==> config.mk <==
export PLATFORM = sky130hd
export DESIGN_NAME = spi_hex_display_ctrl_flat
export DESIGN_NICKNAME = d
export VERILOG_FILES = /design/src/rtl/spi_hex_display_ctrl_if.sv /design/src/rtl/spi_hex_display_ctrl.sv /design/src/flat_wrapper.sv
export SDC_FILE = /design/constraint.sdc
export NUM_CORES = 1
export LEC_CHECK = 0
export CAP_MARGIN = 20
export CORE_UTILIZATION = 41
export DETAILED_ROUTE_END_ITERATION = 8
export SLEW_MARGIN = 5
export SYNTH_ARGS = -nofsm -noshare
export SYNTH_HDL_FRONTEND = slang
export SYNTH_SLANG_ARGS = --single-unit
==> constraint.sdc <==
create_clock -name FPGA_clk -period 2.5 [get_ports FPGA_clk]
set_clock_uncertainty 0.2 [all_clocks]
set_input_delay 0.25 -clock FPGA_clk [delete_from_list [all_inputs] [get_ports FPGA_clk]]
set_output_delay 0.25 -clock FPGA_clk [all_outputs]
set_load 0.1 [all_outputs]
==> src/rtl/spi_hex_display_ctrl_if.sv <==
// SPI link and received-word signals between the Arduino-side master and the
// hex display controller. Display pins stay on the controller itself.
interface spi_hex_display_ctrl_if #(
   parameter int DATA_W = 8
);
   logic              arduino_sclk;
   logic              arduino_mosi;
   logic              arduino_ss_n;
   logic              fpga_physical_miso;
   logic [DATA_W-1:0] data_out;
   logic              data_valid;
   logic              frame_error;

   // Handshake: data_valid and frame_error are single-cycle qualifiers with no
   // ready; the consumer samples data_out on the cycle data_valid is high (it
   // then holds until the next good frame). The slave cannot apply back-pressure.
   modport master (
      output arduino_sclk, arduino_mosi, arduino_ss_n,
      input  fpga_physical_miso, data_out, data_valid, frame_error
   );

   modport slave (
      input  arduino_sclk, arduino_mosi, arduino_ss_n,
      output fpga_physical_miso, data_out, data_valid, frame_error
   );
endinterface

==> src/rtl/spi_hex_display_ctrl.sv <==
// SPI mode-0 slave that keeps the last correctly framed DATA_W-bit word,
// echoes it on MISO during the next frame, and shows it as DATA_W/4 hex digits
// on a time-multiplexed seven-segment display.
module spi_hex_display_ctrl #(
   parameter int DATA_W         = 8,
   parameter int REFRESH_DIV    = 50000,
   parameter bit SEG_ACTIVE_LOW = 1'b1
) (
   input  logic                  FPGA_clk,
   input  logic                  FPGA_reset,
   spi_hex_display_ctrl_if.slave spi,
   output logic [6:0]            seven_segment_pins,
   output logic [DATA_W/4-1:0]   digit_enable,
   output logic [1:0]            dbg_state_o
);
   localparam int N_DIG = DATA_W / 4;
   localparam int CNT_W = $clog2(DATA_W + 2);
   localparam int REF_W = $clog2(REFRESH_DIV);
   localparam int IDX_W = (N_DIG > 1) ? $clog2(N_DIG) : 1;

   localparam logic [CNT_W-1:0] CNT_FULL = CNT_W'(DATA_W);
   localparam logic [CNT_W-1:0] CNT_SAT  = CNT_W'(DATA_W + 1);
   localparam logic [REF_W-1:0] REF_LAST = REF_W'(REFRESH_DIV - 1);
   localparam logic [IDX_W-1:0] IDX_LAST = IDX_W'(N_DIG - 1);

   // Reset view of the display: a "0" on digit 0, after polarity.
   localparam logic [6:0]       SEG_ZERO = 7'h3F;
   localparam logic [6:0]       SEG_RST  = SEG_ACTIVE_LOW ? ~SEG_ZERO : SEG_ZERO;
   localparam logic [N_DIG-1:0] EN_ONE   = N_DIG'(1);
   localparam logic [N_DIG-1:0] EN_RST   = SEG_ACTIVE_LOW ? ~EN_ONE : EN_ONE;

   typedef enum logic [1:0] {
      ST_IDLE = 2'd0,
      ST_RECV = 2'd1,
      ST_DONE = 2'd2
   } frame_state_t;

   // ---------------------------------------------------------------------
   // Input synchronisers (bit 1 is the synchronised value, bit 2 the
   // previous one for edge detection)
   // ---------------------------------------------------------------------
   logic [2:0] sclk_q;
   logic [1:0] mosi_q;
   logic [2:0] ss_q;

   // Bring the asynchronous SPI pins into the FPGA_clk domain.
   always_ff @(posedge FPGA_clk) begin
      if (FPGA_reset) begin
         sclk_q <= 3'b000;
         mosi_q <= 2'b00;
         ss_q   <= 3'b111;
      end else begin
         sclk_q <= {sclk_q[1:0], spi.arduino_sclk};
         mosi_q <= {mosi_q[0], spi.arduino_mosi};
         ss_q   <= {ss_q[1:0], spi.arduino_ss_n};
      end
   end

   logic sclk_rise, sclk_fall, ss_fall, ss_rise, ss_low, mosi_s;

   assign sclk_rise = sclk_q[1] & ~sclk_q[2];
   assign sclk_fall = ~sclk_q[1] & sclk_q[2];
   assign ss_fall   = ~ss_q[1] & ss_q[2];
   assign ss_rise   = ss_q[1] & ~ss_q[2];
   assign ss_low    = ~ss_q[1];
   assign mosi_s    = mosi_q[1];

   // ---------------------------------------------------------------------
   // Frame engine
   // ---------------------------------------------------------------------
   frame_state_t      state_q;
   logic [CNT_W-1:0]  bit_cnt_q;
   logic [DATA_W-1:0] rx_q;
   logic [DATA_W-1:0] tx_q;
   logic [DATA_W-1:0] data_q;
   logic              valid_q;
   logic              error_q;

   // Frame FSM: capture bits while selected, judge the length one cycle after
   // the deselect edge so the result pulses land three cycles after the pin.
   always_ff @(posedge FPGA_clk) begin
      if (FPGA_reset) begin
         state_q   <= ST_IDLE;
         bit_cnt_q <= '0;
         rx_q      <= '0;
         tx_q      <= '0;
         data_q    <= '0;
         valid_q   <= 1'b0;
         error_q   <= 1'b0;
      end else begin
         valid_q <= 1'b0;
         error_q <= 1'b0;
         case (state_q)
            ST_IDLE: begin
               if (ss_fall) begin
                  bit_cnt_q <= '0;
                  rx_q      <= '0;
                  tx_q      <= data_q;
                  state_q   <= ST_RECV;
               end
            end
            ST_RECV: begin
               if (ss_rise) begin
                  state_q <= ST_DONE;
               end else if (ss_low) begin
                  if (sclk_rise) begin
                     rx_q <= {rx_q[DATA_W-2:0], mosi_s};
                     if (bit_cnt_q != CNT_SAT) begin
                        bit_cnt_q <= bit_cnt_q + 1'b1;
                     end
                  end
                  if (sclk_fall) begin
                     tx_q <= {tx_q[DATA_W-2:0], 1'b0};
                  end
               end
            end
            ST_DONE: begin
               if (bit_cnt_q == CNT_FULL) begin
                  data_q  <= rx_q;
                  valid_q <= 1'b1;
               end else begin
                  error_q <= 1'b1;
               end
               // A back-to-back frame echoes the word held before this one.
               if (ss_fall) begin
                  bit_cnt_q <= '0;
                  rx_q      <= '0;
                  tx_q      <= data_q;
                  state_q   <= ST_RECV;
               end else begin
                  state_q <= ST_IDLE;
               end
            end
            default: begin
               state_q <= ST_IDLE;
            end
         endcase
      end
   end

   assign spi.fpga_physical_miso = ss_low & tx_q[DATA_W-1];
   assign spi.data_out           = data_q;
   assign spi.data_valid         = valid_q;
   assign spi.frame_error        = error_q;
   assign dbg_state_o            = state_q;

   // ---------------------------------------------------------------------
   // Display multiplexing
   // ---------------------------------------------------------------------
   logic [REF_W-1:0] ref_cnt_q;
   logic [IDX_W-1:0] dig_idx_q;

   // Dwell REFRESH_DIV cycles on each digit, then step to the next one.
   always_ff @(posedge FPGA_clk) begin
      if (FPGA_reset) begin
         ref_cnt_q <= '0;
         dig_idx_q <= '0;
      end else if (ref_cnt_q == REF_LAST) begin
         ref_cnt_q <= '0;
         if (N_DIG == 1 || dig_idx_q == IDX_LAST) begin
            dig_idx_q <= '0;
         end else begin
            dig_idx_q <= dig_idx_q + 1'b1;
         end
      end else begin
         ref_cnt_q <= ref_cnt_q + 1'b1;
      end
   end

   function automatic logic [6:0] hex_to_seg(input logic [3:0] nib);
      logic [6:0] s;
      case (nib)
         4'h0: s = 7'h3F;
         4'h1: s = 7'h06;
         4'h2: s = 7'h5B;
         4'h3: s = 7'h4F;
         4'h4: s = 7'h66;
         4'h5: s = 7'h6D;
         4'h6: s = 7'h7D;
         4'h7: s = 7'h07;
         4'h8: s = 7'h7F;
         4'h9: s = 7'h6F;
         4'hA: s = 7'h77;
         4'hB: s = 7'h7C;
         4'hC: s = 7'h39;
         4'hD: s = 7'h5E;
         4'hE: s = 7'h79;
         default: s = 7'h71;
      endcase
      return s;
   endfunction

   logic [3:0]       nib_d;
   logic [6:0]       seg_d;
   logic [N_DIG-1:0] en_d;

   // Select the current digit's nibble and build its pattern and enable.
   always_comb begin
      nib_d = data_q[{dig_idx_q, 2'b00} +: 4];
      seg_d = hex_to_seg(nib_d);
      en_d  = EN_ONE << dig_idx_q;
      if (SEG_ACTIVE_LOW) begin
         seg_d = ~seg_d;
         en_d  = ~en_d;
      end
   end

   logic [6:0]       seg_q;
   logic [N_DIG-1:0] en_q;

   // Register segments and enable together so they always switch on one edge.
   always_ff @(posedge FPGA_clk) begin
      if (FPGA_reset) begin
         seg_q <= SEG_RST;
         en_q  <= EN_RST;
      end else begin
         seg_q <= seg_d;
         en_q  <= en_d;
      end
   end

   assign seven_segment_pins = seg_q;
   assign digit_enable       = en_q;
endmodule

==> src/flat_wrapper.sv <==
// flat-port wrapper written by rule: the top's interface ports become plain ports
module spi_hex_display_ctrl_flat 
#(
   parameter int DATA_W         = 8,
   parameter int REFRESH_DIV    = 50000,
   parameter bit SEG_ACTIVE_LOW = 1'b1
)
  (FPGA_clk, FPGA_reset, seven_segment_pins, digit_enable, dbg_state_o, spi_arduino_sclk, spi_arduino_mosi, spi_arduino_ss_n, spi_fpga_physical_miso, spi_data_out, spi_data_valid, spi_frame_error);
  spi_hex_display_ctrl_if #(.DATA_W(DATA_W)) spi_i ();
  input  logic FPGA_clk;
  input  logic FPGA_reset;
  output logic [6:0] seven_segment_pins;
  output logic [DATA_W/4-1:0] digit_enable;
  output logic [1:0] dbg_state_o;
  input wire logic [$bits(spi_i.arduino_sclk)-1:0] spi_arduino_sclk;
  input wire logic [$bits(spi_i.arduino_mosi)-1:0] spi_arduino_mosi;
  input wire logic [$bits(spi_i.arduino_ss_n)-1:0] spi_arduino_ss_n;
  output wire logic [$bits(spi_i.fpga_physical_miso)-1:0] spi_fpga_physical_miso;
  output wire logic [$bits(spi_i.data_out)-1:0] spi_data_out;
  output wire logic [$bits(spi_i.data_valid)-1:0] spi_data_valid;
  output wire logic [$bits(spi_i.frame_error)-1:0] spi_frame_error;
  assign spi_i.arduino_sclk = spi_arduino_sclk;
  assign spi_i.arduino_mosi = spi_arduino_mosi;
  assign spi_i.arduino_ss_n = spi_arduino_ss_n;
  assign spi_fpga_physical_miso = spi_i.fpga_physical_miso;
  assign spi_data_out = spi_i.data_out;
  assign spi_data_valid = spi_i.data_valid;
  assign spi_frame_error = spi_i.frame_error;
  spi_hex_display_ctrl #(.DATA_W(DATA_W), .REFRESH_DIV(REFRESH_DIV), .SEG_ACTIVE_LOW(SEG_ACTIVE_LOW)) u_core (.FPGA_clk(FPGA_clk), .FPGA_reset(FPGA_reset), .spi(spi_i), .seven_segment_pins(seven_segment_pins), .digit_enable(digit_enable), .dbg_state_o(dbg_state_o));
endmodule
==> results of run 1 <==
through the flow:
step,setup slack [ps],power [mW],std cells,utilization (%)
after floorplan,106,1.17,296,-
after global routing,281,2.06,423,49.5
final,413,1.97,423,49.5
after detailed placement,430,1.19,407,46.9
after global placement,521,1.19,407,46.9
after CTS,418,2.00,423,49.5
cell type report:
type | count | area [um^2]
clock buffers | 9 | 124
well taps | 96 | 120
inverters | 10 | 37.5
repair buffers | 30 | 243
flip-flops and latches | 66 | 1320
multi-input cells | 205 | 1500
clock inverters | 7 | 53.8
fillers | 664 | 3470
kinds of logic (layout without fill, tap and decap cells):
family	count (synthesis)	after routing	share of synthesized area (%)
buffers and inverters	25	56	4.33
DFF	66	66	44.8
xor gates and xnor gates	15	15	4.45
and+or+nand+nor	121	121	22.4
adders and majority gates	10	10	4.24
AOI/OAI and AO/OA	25	25	7.51
muxes	34	34	12.3
registers in the layout, summed over array words and instances (netlist names):
signal and count:
u_core.mosi_q 2, u_core.spi.data_valid 1, u_core.ss_q 3, u_core.spi.frame_error 1, u_core.sclk_q 3, u_core.dig_idx_q 1, u_core.seven_segment_pins 7, u_core.rx_q 8
u_core.ref_cnt_q 16, u_core.digit_enable 2, u_core.tx_q 8, u_core.spi.data_out 8, u_core.bit_cnt_q 4, u_core.dbg_state_o 2
per-layer routing:
layer / vias to the layer above / share of wire (%) / GRT usage (%)
met1: 944 / 52 / 22.6
met4: 0 / 1.3 / 7.73
met5: - / 0 / 0
met2: 34 / 43 / 23.5
li1: 1074 / - / -
met3: 6 / 3.9 / 4.86
synth_stat cells, types with 3 or more instances:
| cell type | number |
|---|---|
| sky130_fd_sc_hd__or2_2 | 3 |
| sky130_fd_sc_hd__nor3_1 | 5 |
| sky130_fd_sc_hd__inv_1 | 9 |
| sky130_fd_sc_hd__nor4b_1 | 3 |
| sky130_fd_sc_hd__nand3_1 | 8 |
| sky130_fd_sc_hd__xnor2_1 | 12 |
| sky130_fd_sc_hd__nor2_1 | 50 |
| sky130_fd_sc_hd__buf_2 | 3 |
| sky130_fd_sc_hd__a211oi_2 | 3 |
| sky130_fd_sc_hd__dfxtp_1 | 66 |
| sky130_fd_sc_hd__nand2b_1 | 3 |
| sky130_fd_sc_hd__nand2_1 | 8 |
| sky130_fd_sc_hd__nor2b_1 | 8 |
| sky130_fd_sc_hd__and2_1 | 9 |
| sky130_fd_sc_hd__a31oi_1 | 5 |
| sky130_fd_sc_hd__clkbuf_1 | 5 |
| sky130_fd_sc_hd__ha_1 | 10 |
| sky130_fd_sc_hd__nand4_1 | 4 |
| sky130_fd_sc_hd__a21oi_1 | 3 |
| sky130_fd_sc_hd__mux2i_1 | 29 |
| sky130_fd_sc_hd__xor2_1 | 3 |
| sky130_fd_sc_hd__buf_4 | 4 |
| sky130_fd_sc_hd__a211oi_1 | 6 |
| sky130_fd_sc_hd__nor4_1 | 4 |
how the worst min path moves through the flow:
stage                                 from                     to  slack, ps  cells past startpoint
after floorplan           spi_arduino_ss_n         u_core.ss_q[0]        150                      1
final                           FPGA_reset  u_core.dbg_state_o[0]         60                      2
after global routing            FPGA_reset       u_core.mosi_q[1]         60                      2
after detailed placement    u_core.ss_q[0]         u_core.ss_q[1]        190                      1
after global placement      u_core.ss_q[0]         u_core.ss_q[1]        190                      1
after CTS                       FPGA_reset  u_core.dbg_state_o[0]         40                      2
power breakdown:
part	switching [mW]	total [mW]	internal (mW)
Sequential	0.0134	1.08	1.07
Clock	0.438	0.801	0.364
Combinational	0.0527	0.0875	0.0348
==> summary.md, run 1 <==
| Metric | Value |
|---|---|
| Status | `complete, no violations` |
| Placed wire-length estimate | `3650 um` |
| Type of the tightest min-delay check | `primary input to flop` |
| Weighted congestion reported at the end of routability-driven placement | `0.774` |
| Largest incremental delay on the critical path | `450 ps` |
| Total wire length | `5470 um` |
| Worst endpoint required time | `2520 ps` |
| Terminus of the critical flop-to-flop path | `u_core.seven_segment_pins[5]` |
| Setup tns final | `0 ps` |
| Slew at the pin with the worst max-slew slack | `566 ps` |
| Top Family by Delay on Critical Path | `multiplexers` |
| Final Max Tran Viols | `0` |
| Initial standard-cell utilization of the core | `42.9%` |
| Tcrit/Tclk final | `83.5%` |
| Synthesized area | `2950 um^2` |
| Main area contributors after synthesis | `sky130_fd_sc_hd__dfxtp_1 (45%), sky130_fd_sc_hd__mux2i_1 (9.8%), sky130_fd_sc_hd__nor2_1 (6.4%)` |
| Number of enable flip-flop cells after synthesis | `0` |
| CP endpoint | `u_core.seven_segment_pins[5]` |
| Synthesized area divided by synthesized cell count | `9.96 um^2` |
| Post-route standard cell area excluding fillers | `3400 um^2` |
| Net count of the mapped netlist | `311` |
| Area share of the largest cell type after synthesis | `44.8%` |
| Most frequent cells in the layout | `sky130_fd_sc_hd__dfxtp_1 (66), sky130_fd_sc_hd__nor2_1 (50), sky130_fd_sc_hd__mux2i_1 (29)` |
| Remaining global-route overflow | `0` |
| Maximum clock insertion buffer count | `2` |
| Cells after synthesis | `296` |
| Reg2Reg Setup Slack | `410 ps` |
| Data arrival time at the worst-slack endpoint | `2110 ps` |
| Nets@finish | `337` |
| Floorplan Core Area | `6870 um^2` |
| Total CTS buffers | `9` |
| Number of vias in the routed layout | `2058` |
| Worst slack on hold paths | `55.9 ps` |
| Dominant register cell in the synthesized netlist | `sky130_fd_sc_hd__dfxtp_1` |
| Fmax | `0.479 GHz` |
| Remaining routing DRC violations | `0` |
| Proportion of synthesized flip-flops having asynchronous set or reset | `0%` |
| Per-cell via count in the routed design | `4.87` |
| ANT nets after route | `0` |
| Iteration count of the initial detailed-routing pass | `4` |
| Library cell occupying the most area in the post-synthesis netlist | `sky130_fd_sc_hd__dfxtp_1` |
| Die boundary width | `86.8 um` |
| Most frequent CP cell | `sky130_fd_sc_hd__mux2i_1` |
| Number of sinks on the clock net | `66` |
| CP Class | `flop to flop` |
| Wire length of the first global-routing pass | `9350 um` |
| Ant. Diodes | `0` |
| Critical path startpoint | `u_core.dig_idx_q` |
| Clock insertion delay at the later pin of the skew report | `340 ps` |
| Synthesis-to-finish area growth | `15.3%` |
| Number of max-cap violations | `0` |
| H-tree depth | `3` |
| Headroom to the max-slew limit | `62.2%` |
| Power per cell area | `579 nW/um^2` |
| Leakage power figure | `1.22 nW` |
| Pin count of the biggest net entering global routing | `36` |
| Vias in the first global route | `1906` |
| Post-place instance area | `3220 um^2` |
| Post-CTS Setup Bufs | `0` |
| Proportion of synthesized chip area in sequential cells | `44.8%` |
| Most common cell after layout, fill and taps aside | `sky130_fd_sc_hd__dfxtp_1` |
| Crit path launch type | `flop` |
| Synthesized flop and latch total | `66` |
| Count of buffering cells on the critical path with inverters included | `2` |
| Vertical die dimension | `86.8 um` |
| Clock tree from TritonCTS | `yes` |
| Yosys warnings | `0` |
| Slowest stage cell on the critical path | `sky130_fd_sc_hd__mux2i_1` |
| Area of the die | `7540 um^2` |
| Number of I/O pins | `27` |
| Final count of hold timing violations | `0` |
| Maximum fanout along the worst path | `6` |
| Port bufs | `26` |
| Count of final setup violators | `0` |
| Ordered cell list for the critical path | `buf_4 > mux2i_1 > inv_1 > ha_1 > mux2i_1 > o22a_1 > nor2_1` |
| Crit end category | `flop` |
| Worst vdd rail ir drop | `302 uV` |
| Fraction of layout cells with a size suffix above 1 | `18.7%` |
| Initial antenna violation count | `0` |
| R2r worst-path depth | `7` |
| Count of cells resized by post-cts repair | `0` |
| Post-CTS clock slew at the launch and capture registers of the worst setup and hold paths | `80 ps` |
| Master cell of the clock root buffer | `sky130_fd_sc_hd__clkbuf_8` |
| Minimum clock period | `2090 ps` |
| Stages on worst setup path | `7` |
| Quantity of hold-fixing buffers added after cts | `0` |
| Number of distinct standard cells referenced by the synthesized netlist | `51` |
| Std cell rows | `30` |
| Total GRT Usage | `16.4%` |
| RSZ-0062 raised after global routing | `no` |
| Iteration-0 DRC Markers | `80` |
| Origin of the critical flop-to-flop path | `u_core.dig_idx_q` |
| Per-cell routed wire length | `12.9 um` |
Power figures use the tool's default switching activity.
==> run 2: changes to the inputs <==
==> constraint.sdc (replaced) <==
create_clock -name FPGA_clk -period 1.8 [get_ports FPGA_clk]
set_clock_uncertainty 0.2 [all_clocks]
set_input_delay 0.18 -clock FPGA_clk [delete_from_list [all_inputs] [get_ports FPGA_clk]]
set_output_delay 0.18 -clock FPGA_clk [all_outputs]
set_load 0.1 [all_outputs]
==> summary.md, run 2 (synthesis gave the netlist of run 1 again) <==
| Metric | Value |
|---|---|
| Master cell of the clock root buffer | `sky130_fd_sc_hd__clkbuf_8` |
| Fraction of layout cells with a size suffix above 1 | `26.6%` |
| Pin count of the biggest net entering global routing | `32` |
| Number of vias in the routed layout | `2191` |
| Power per cell area | `778 nW/um^2` |
| Port bufs | `26` |
| Setup tns final | `0 ps` |
| Number of max-cap violations | `0` |
| Endpoint with the worst hold slack | `u_core.rx_q[1]` |
| Area of the die | `7540 um^2` |
| Number of sinks on the clock net | `66` |
| Leakage power figure | `1.41 nW` |
| Number of I/O pins | `27` |
| Fmax | `0.581 GHz` |
| Data arrival time at the worst-slack endpoint | `1750 ps` |
| Post-place instance area | `3650 um^2` |
| Worst endpoint required time | `1830 ps` |
| Clock tree from TritonCTS | `yes` |
| Crit path launch type | `flop` |
| Final count of hold timing violations | `0` |
| Clock insertion delay at the later pin of the skew report | `350 ps` |
| Post-route standard cell area excluding fillers | `3910 um^2` |
| Crit end category | `flop` |
| Final Max Tran Viols | `0` |
| Total GRT Usage | `17.7%` |
| Initial standard-cell utilization of the core | `42.9%` |
| Wire length of the first global-routing pass | `10100 um` |
| Iteration count of the initial detailed-routing pass | `4` |
| Reg2Reg Setup Slack | `80 ps` |
| Iteration-0 DRC Markers | `83` |
| Synthesis-to-finish area growth | `32.5%` |
| Post-CTS Setup Bufs | `0` |
| Maximum fanout along the worst path | `4` |
| Startpoint of the tightest hold check path | `FPGA_reset` |
| H-tree depth | `3` |
| Status | `complete, no violations` |
| Per-cell routed wire length | `13.6 um` |
| Register with the highest flop count | `u_core.ref_cnt_q` |
| CP Class | `flop to flop` |
| Maximum clock insertion buffer count | `2` |
| R2r worst-path depth | `6` |
| Remaining routing DRC violations | `0` |
| Cell count of the worst hold path | `2` |
| Nets@finish | `352` |
| Per-cell via count in the routed design | `5.00` |
| Tcrit/Tclk final | `95.5%` |
| Floorplan Core Area | `6870 um^2` |
| Count of final setup violators | `0` |
| Most frequent cells in the layout | `sky130_fd_sc_hd__dfxtp_1 (55), sky130_fd_sc_hd__nor2_1 (50), sky130_fd_sc_hd__mux2i_1 (28)` |
| Top Family by Delay on Critical Path | `multiplexers` |
| Post-CTS clock slew at the launch and capture registers of the worst setup and hold paths | `80 ps` |
| Placed wire-length estimate | `4030 um` |
| ANT nets after route | `0` |
| Ant. Diodes | `0` |
| Vias in the first global route | `2144` |
| Headroom to the max-slew limit | `73.2%` |
| Initial antenna violation count | `0` |
| Die boundary width | `86.8 um` |
| Slowest stage cell on the critical path | `sky130_fd_sc_hd__dfxtp_4` |
| Vertical die dimension | `86.8 um` |
| Minimum clock period | `1720 ps` |
| Weighted congestion reported at the end of routability-driven placement | `0.826` |
| Total CTS buffers | `9` |
| Ordered cell list for the critical path | `mux2i_4 > inv_2 > ha_1 > mux2_2 > a21oi_1 > nor2_1` |
| Total wire length | `5960 um` |
| Largest incremental delay on the critical path | `400 ps` |
| Share of the core filled with cells | `56.9%` |
| Worst vdd rail ir drop | `459 uV` |
| Number of flip-flops under the largest register name | `16` |
| Count of buffering cells on the critical path with inverters included | `1` |
| Origin of the critical flop-to-flop path | `u_core.dig_idx_q` |
| Type of the tightest min-delay check | `primary input to flop` |
| Terminus of the critical flop-to-flop path | `u_core.seven_segment_pins[4]` |
| Remaining global-route overflow | `0` |
| Std cell rows | `30` |
| Slew at the pin with the worst max-slew slack | `401 ps` |
| Most common cell after layout, fill and taps aside | `sky130_fd_sc_hd__dfxtp_1` |
## run 2: stage by stage
| step | hold WS [ps] | power, mW | setup slack [ps] | instances |
|---|---|---|---|---|
| after floorplan | 83.8 | 1.62 | -91.7 | 296 |
| after global placement | 203 | 1.67 | 52.8 | 422 |
| after detailed placement | 194 | 1.67 | -43.0 | 422 |
| after CTS | 34.1 | 3.09 | 46.6 | 438 |
| after global routing | 39.9 | 3.17 | -4.54 | 438 |
| final | 35.0 | 3.04 | 80.1 | 438 |
## run 2: timing repair
action                                 4_1_cts  5_1_grt
hold buffers                                 0        0
endpoints found under the hold margin        0        0
resized for setup                            2        5
setup endpoints to repair                    2        6
pin swaps                                    0        1
## run 2: worst max path at each step
| stage | slack (ps) | from | cells after the start | endpoint |
|---|---|---|---|---|
| 2_1_floorplan | -90 | u_core.dig_idx_q | 7 | u_core.seven_segment_pins[4] |
| 3_5_place_dp | -40 | u_core.dig_idx_q | 6 | u_core.seven_segment_pins[5] |
| 5_1_grt | -5 | u_core.dig_idx_q | 6 | u_core.seven_segment_pins[3] |
| 6_report | 80 | u_core.dig_idx_q | 6 | u_core.seven_segment_pins[4] |
| 4_1_cts | 50 | u_core.dig_idx_q | 6 | u_core.seven_segment_pins[4] |
| 3_3_place_gp | 50 | u_core.dig_idx_q | 6 | u_core.seven_segment_pins[3] |
## run 2: worst reg2reg max path: cells and delay by family (launching register included)
family	cells	cell delay, ps
AOI/OAI and AO/OA	1	140
adders and majority gates	1	230
buffers and inverters	1	70
DFF	1	400
muxes	2	510
and+or+nand+nor	1	50
## run 2: area by class of cell
type | instances | area, um^2
clock buffers | 10 | 138
well taps | 96 | 120
fillers | 621 | 2960
repair buffers | 45 | 643
clock inverters | 6 | 90.1
flip-flops and latches | 66 | 1350
inverters | 10 | 37.5
multi-input cells | 205 | 1530
## run 2: where the power goes
group	switching, mW	internal [mW]	leakage (nW)
Combinational	0.0775	0.0620	0.752
Sequential	0.0187	1.47	0.542
Clock	0.590	0.819	0.112
Total	0.686	2.36	1.41
## run 2: metal layers
| layer | track usage [%] | part of all wire [%] |
|---|---|---|
| met5 | 0 | 0 |
| met4 | 8.18 | 1.8 |
| met3 | 5.05 | 2.7 |
| met2 | 29.6 | 46 |
| met1 | 21.1 | 49 |
